### src/rtl/gf180mcu_fd_sc_mcu9t5v0__pwrsw_pkg.sv
// rtl/gf180mcu_fd_sc_mcu9t5v0__pwrsw_pkg.sv - shared types and helpers for the power-switch sequencer
package gf180mcu_fd_sc_mcu9t5v0__pwrsw_pkg;

    typedef enum logic [2:0] {
        ST_OFF,
        ST_RAMP_UP,
        ST_SETTLE,
        ST_ON,
        ST_RAMP_DOWN
    } pwrsw_state_e;

    // Step counter only needs to reach STEP_CYC-1; keep at least one bit.
    function automatic int step_cnt_w(input int step_cyc);
        return (step_cyc <= 2) ? 1 : $clog2(step_cyc);
    endfunction

    function automatic int settle_cnt_w(input int settle_cyc);
        return $clog2(settle_cyc + 1);
    endfunction

    function automatic bit params_legal(input int nseg, input int step_cyc, input int settle_cyc);
        return (nseg >= 1) && (step_cyc >= 1) && (settle_cyc >= 1);
    endfunction

endpackage

### src/rtl/gf180mcu_fd_sc_mcu9t5v0__pwrsw_tc_cnt.sv
// rtl/gf180mcu_fd_sc_mcu9t5v0__pwrsw_tc_cnt.sv - up-counter with clear, enable and terminal-count flag
module gf180mcu_fd_sc_mcu9t5v0__pwrsw_tc_cnt #(
    parameter int W  = 1,
    parameter int TC = 0
) (
    input  logic clk,
    input  logic rst,
    input  logic clr,
    input  logic en,
    output logic tc
);

    localparam logic [W-1:0] TC_V = W'(TC);

    logic [W-1:0] cnt;

    // Wraps to zero on the terminal count so back-to-back periods need no clear.
    always_ff @(posedge clk or posedge rst) begin
        if (rst) begin
            cnt <= '0;
        end else if (clr) begin
            cnt <= '0;
        end else if (en) begin
            cnt <= tc ? '0 : cnt + W'(1);
        end
    end

    assign tc = (cnt == TC_V);

endmodule

### src/rtl/gf180mcu_fd_sc_mcu9t5v0__pwrsw_seq.sv
// rtl/gf180mcu_fd_sc_mcu9t5v0__pwrsw_seq.sv - staggered power-switch segment enable sequencer
module gf180mcu_fd_sc_mcu9t5v0__pwrsw_seq
    import gf180mcu_fd_sc_mcu9t5v0__pwrsw_pkg::*;
#(
    parameter int NSEG       = 8,
    parameter int STEP_CYC   = 4,
    parameter int SETTLE_CYC = 16
) (
`ifdef USE_POWER_PINS
    inout  wire             VDD,
    inout  wire             VSS,
`endif
    input  logic            CLK,
    input  logic            RST,
    input  logic            PWR_REQ,
    input  logic            FORCE_OFF,
    output logic [NSEG-1:0] SEG_EN,
    output logic            PWR_ACK,
    output logic            BUSY
);

    if (!params_legal(NSEG, STEP_CYC, SETTLE_CYC)) begin : g_bad_params
        $error("pwrsw_seq: NSEG, STEP_CYC and SETTLE_CYC must all be >= 1");
    end

    localparam int STEP_W   = step_cnt_w(STEP_CYC);
    localparam int SETTLE_W = settle_cnt_w(SETTLE_CYC);

    pwrsw_state_e    state_q, state_d;
    logic [NSEG-1:0] seg_q, seg_d, seg_dn, seg_up;
    logic            ack_q, ack_d;
    logic            step_tc, settle_tc;
    logic            step_en, settle_en, cnt_clr;
    pwrsw_state_e    down_state;

    assign seg_dn     = seg_q >> 1;
    assign seg_up     = (seg_q << 1) | NSEG'(1);
    assign down_state = (seg_dn == '0) ? ST_OFF : ST_RAMP_DOWN;

    always_ff @(posedge CLK or posedge RST) begin
        if (RST) begin
            state_q <= ST_OFF;
            seg_q   <= '0;
            ack_q   <= 1'b0;
        end else begin
            state_q <= state_d;
            seg_q   <= seg_d;
            ack_q   <= ack_d;
        end
    end

    always_comb begin
        state_d = state_q;
        seg_d   = seg_q;
        if (FORCE_OFF) begin
            state_d = ST_OFF;
            seg_d   = '0;
        end else begin
            case (state_q)
                ST_OFF: begin
                    if (PWR_REQ) begin
                        seg_d   = NSEG'(1);
                        state_d = (NSEG == 1) ? ST_SETTLE : ST_RAMP_UP;
                    end
                end
                ST_RAMP_UP: begin
                    if (!PWR_REQ) begin
                        seg_d   = seg_dn;
                        state_d = down_state;
                    end else if (step_tc) begin
                        seg_d   = seg_up;
                        state_d = seg_up[NSEG-1] ? ST_SETTLE : ST_RAMP_UP;
                    end
                end
                ST_SETTLE: begin
                    if (!PWR_REQ) begin
                        seg_d   = seg_dn;
                        state_d = down_state;
                    end else if (settle_tc) begin
                        state_d = ST_ON;
                    end
                end
                ST_ON: begin
                    if (!PWR_REQ) begin
                        seg_d   = seg_dn;
                        state_d = down_state;
                    end
                end
                // Requests are ignored until the ramp-down has fully completed.
                ST_RAMP_DOWN: begin
                    if (step_tc) begin
                        seg_d   = seg_dn;
                        state_d = down_state;
                    end
                end
                default: begin
                    state_d = ST_OFF;
                    seg_d   = '0;
                end
            endcase
        end
    end

    assign ack_d     = (state_d == ST_ON);
    assign cnt_clr   = FORCE_OFF || (state_d != state_q);
    assign step_en   = (state_q == ST_RAMP_UP) || (state_q == ST_RAMP_DOWN);
    assign settle_en = (state_q == ST_SETTLE);

    gf180mcu_fd_sc_mcu9t5v0__pwrsw_tc_cnt #(
        .W  (STEP_W),
        .TC (STEP_CYC - 1)
    ) u_step_cnt (
        .clk (CLK),
        .rst (RST),
        .clr (cnt_clr),
        .en  (step_en),
        .tc  (step_tc)
    );

    gf180mcu_fd_sc_mcu9t5v0__pwrsw_tc_cnt #(
        .W  (SETTLE_W),
        .TC (SETTLE_CYC - 1)
    ) u_settle_cnt (
        .clk (CLK),
        .rst (RST),
        .clr (cnt_clr),
        .en  (settle_en),
        .tc  (settle_tc)
    );

    assign SEG_EN  = seg_q;
    assign PWR_ACK = ack_q;
    assign BUSY    = (state_q == ST_RAMP_UP) || (state_q == ST_SETTLE) || (state_q == ST_RAMP_DOWN);

endmodule

### config.mk
export PLATFORM = sky130hd
export DESIGN_NAME = gf180mcu_fd_sc_mcu9t5v0__pwrsw_seq
export DESIGN_NICKNAME = d
export VERILOG_FILES = /design/src/rtl/gf180mcu_fd_sc_mcu9t5v0__pwrsw_pkg.sv /design/src/rtl/gf180mcu_fd_sc_mcu9t5v0__pwrsw_tc_cnt.sv /design/src/rtl/gf180mcu_fd_sc_mcu9t5v0__pwrsw_seq.sv
export SDC_FILE = /design/constraint.sdc
export NUM_CORES = 1
export LEC_CHECK = 0
export CAP_MARGIN = 10
export CORE_AREA = 2 2 60 62
export CTS_CLUSTER_SIZE = 25
export DETAILED_ROUTE_END_ITERATION = 16
export DIE_AREA = 0 0 62 64
export PLACE_DENSITY_LB_ADDON = 0.25
export RECOVER_POWER = 100
export SLEW_MARGIN = 10
export SYNTH_ARGS = -nofsm -noshare
export SYNTH_HDL_FRONTEND = slang
export SYNTH_SLANG_ARGS = --single-unit
### constraint.sdc
create_clock -name CLK -period 1.7 [get_ports CLK]
set_input_delay 0.34 -clock CLK [delete_from_list [all_inputs] [get_ports CLK]]
set_output_delay 0.34 -clock CLK [all_outputs]
set_load 0.01 [all_outputs]
==> results.py <==
metrics = {
    "route": {
        "ant_nets": 0,
        "drtIter0Drc": 52,
        "via_per_inst": 5.24,
        "drt-total-wl_mm": 3.09,
        "drtPass1Iterations": 4,
        "drc": 0,
        "vias": 1147,
        "wire_per_inst_um": 14.1,
    },
    "yosys": {
        "yosys_warnings": 0,
        "syn-num-nets": 135,
        "postSynthCellCount": 129,
        "seq_area_frac_synth": 0.403,
        "synth_top_area_frac": 0.403,
        "yosysUniqueCellTypes": 35,
        "ys_seq_elements": 19,
        "yosysTopAreaCell": "dfrtp_1",
        "ys_top_cells_by_area": "dfrtp_1, a22o_1, o21ai_0, nor2_1, nor2b_1",
        "synth.avg_cell_area_um2": 9.15,
        "syn_area_um2": 1180,
    },
    "timing": {
        "post-route-min-period_ps": 1690,
        "final.setup.worst_slack_ps": 9.73,
        "timing.final.crit_share": 0.994,
        "maxSlewHeadroom": 0.303,
        "timing.hold.ws_ps": 520,
        "rsz0062_at_grt": "yes",
        "hold_viol_final": 0,
        "setup_violations": 0,
        "skew_ps": 13.1,
        "max_freq_mhz": 592,
        "tightest_slew_ps": 1050,
        "drv_slew": 0,
    },
    "floorplanning": {
        "ios": 14,
        "die_w_um": 62,
        "rows": 21,
        "die_area_um2": 3970,
        "start_util": 0.359,
        "core_um2": 3280,
        "die_y_um": 64,
    },
    "cts": {
        "cts.htree.levels": 1,
        "insertion_delay_ps": 310,
        "cts-root-to-sink-buffers": 2,
        "cts_tree": "yes",
        "clock_sinks": 19,
        "clock-root-buffer": "clkbuf_4",
        "numCtsBuffers": 3,
        "clk_pin_slew_ps": 130,
    },
    "placed_design": {
        "post-place-ws_ps": -298,
        "place.gp.congestion": 0.802,
        "port_buffers": 13,
        "dp_hpwl_mm": 2.13,
    },
    "worst_hold_path": {
        "hp-class": "register to register",
        "holdCritStartpoint": "SEG_EN[0]",
        "whs_path_depth": 2,
    },
    "worst_setup_path": {
        "cpLargestDelayFamily": "flip-flops",
        "cp.arrival_ps": 1900,
        "reg2reg_depth": 6,
        "critical_path_class": "register to register",
        "cp-startpoint": "state_q[1]",
        "required_ps": 1910,
        "cpPeakStageDelay_ps": 430,
        "critPathBufInv": 1,
        "crit_path_max_fanout": 7,
        "reg2reg_from": "state_q[1]",
        "critPathLaunchType": "register",
        "cp_slowest_cell": "dfrtp_1",
        "crit_cells": 6,
        "worstPathCellList": "buf_4 -> nor2_2 -> mux2i_2 -> nor4b_2 -> o21ai_4 -> nor2_1",
        "end_kind": "register",
    },
    "global_route": {
        "gr-total-overflow": 0,
        "grt_max_degree": 20,
        "track_usage": 0.175,
        "grt_pass1_vias": 1180,
        "grt_pass1_wl_mm": 5.26,
        "antenna_found_initial": 0,
    },
    "power": {
        "leakage_uw": 0.000782,
        "peakVddDrop_uv": 218,
        "power_uw": 840,
        "power_density_nw_per_um2": 498,
    },
    "outcome": {
        "status": "completed",
    },
    "finish": {
        "diodes": 0,
        "syn2layout_area_growth_pct": 42.8,
        "postLayoutCoreUtil": 0.513,
        "drive_above_1_share": 0.318,
        "layout.nets": 180,
        "fillers": 321,
    },
    "run": {
        "maxCapViolations": 0,
    },
}
power by group:
part,total (uW),internal [uW],switching [uW]
Clock,245,87.7,157
Sequential,466,458,8.15
Combinational,129,62.3,66.5
cell families (layout without fill, tap and decap cells):
family | after synthesis | count (layout) | share of synthesized area
mux | 4 | 4 | 0.0339
buf+inv | 11 | 55 | 0.0403
compound gates | 44 | 44 | 0.282
flops | 19 | 19 | 0.403
simple gates | 47 | 47 | 0.205
fa+ha+maj | 2 | 2 | 0.0212
xor+xnor | 2 | 2 | 0.0148
metal layers:
| metal | global-route usage | vias to the layer above | wire, um |
|---|---|---|---|
| met1 | 0.240 | 561 | 1480 |
| li1 | - | 562 | - |
| met3 | 0.0263 | 2 | 84 |
| met4 | 0.0745 | 0 | 23 |
| met2 | 0.267 | 22 | 1500 |
| met5 | 0 | - | 0 |
state kept, by name, indices dropped and copies added (netlist names):
name and count:
PWR_ACK 1, SEG_EN 8, u_step_cnt.cnt 2, u_settle_cnt.cnt 5, state_q 3
final cells by class:
cell class | instances | area [um^2] | area share
timing repair buffer | 46 | 362 | 0.215
inverter | 5 | 18.8 | 0.0111
clock inverter | 1 | 5.00 | 0.00297
tap | 46 | 57.6 | 0.0341
clock buffer | 3 | 22.5 | 0.0134
sequential | 19 | 477 | 0.283
multi-input combinational | 99 | 743 | 0.441
cells in the final DEF, fill, tap and decap left out, types with 2 or more instances in the layout:
cell and count:
buf_4 31, dfrtp_1 18, o21ai_0 16, nor2_1 13, a22o_1 12, nand2_1 9
nor2b_1 6, inv_1 5, clkdlybuf4s50_1 5, clkdlybuf4s25_1 4, mux2i_1 3, nand3_1 3
clkbuf_4 3, dlygate4sd2_1 3, nor3_1 2, nor2_2 2, or3_1 2, o31a_1 2
xnor2_1 2, a211oi_1 2, clkbuf_1 2
repair_timing:
item | in CTS | in global routing
buffers inserted | 1 | 0
gates resized for setup | 15 | 16
pin swaps | 9 | 3
hold buffers | 0 | 0
endpoints found under the setup margin | 9 | 19
path summary, 6_finish.rpt:
path / to / slack, ps
min: SEG_EN[0] / 520
max reg2reg: u_settle_cnt.cnt[2] / 10
min reg2reg: SEG_EN[0] / 520
max in group asynchronous: state_q[0] / 370
max: u_settle_cnt.cnt[2] / 10
min in group asynchronous: state_q[2] / 640
stage by stage:
stage               setup TNS [ps]  instance area [um^2]  std cells
finish                           0                  1690        219
CTS                           -264                  1640        219
global route                  -452                  1690        219
detailed placement           -3050                  1590        215
floorplan                        0                  1180        129
global placement             -2870                  1590        215
Yosys cell counts:
library cell	n
nor2b_1	7
or3b_2	1
o31a_1	2
a211oi_1	2
and3b_1	1
a21oi_1	2
buf_2	2
nor3b_1	1
o2bb2ai_1	1
mux2i_1	4
a2111oi_0	1
nor3_1	2
clkbuf_1	3
o31a_2	1
or4_1	1
a32o_1	2
and4b_1	1
ha_1	2
o21ai_4	1
nand2b_1	2
nand2_1	9
and3_1	1
o21ai_0	17
o2111a_1	1
xnor2_1	2
o31ai_2	1
nand3_1	3
a211oi_2	1
dfrtp_1	19
nor2_1	15
nor4b_1	1
inv_1	5
buf_4	1
or3_1	2
a22o_1	12
worst register-to-register path, cell delays in order, from the launching register on:
cell	delay [ps]
dfrtp_1	430
buf_4	180
nor2_2	170
mux2i_2	350
nor4b_2	130
o21ai_4	270
nor2_1	70
Note: power is estimated with default switching activity, not from simulation.
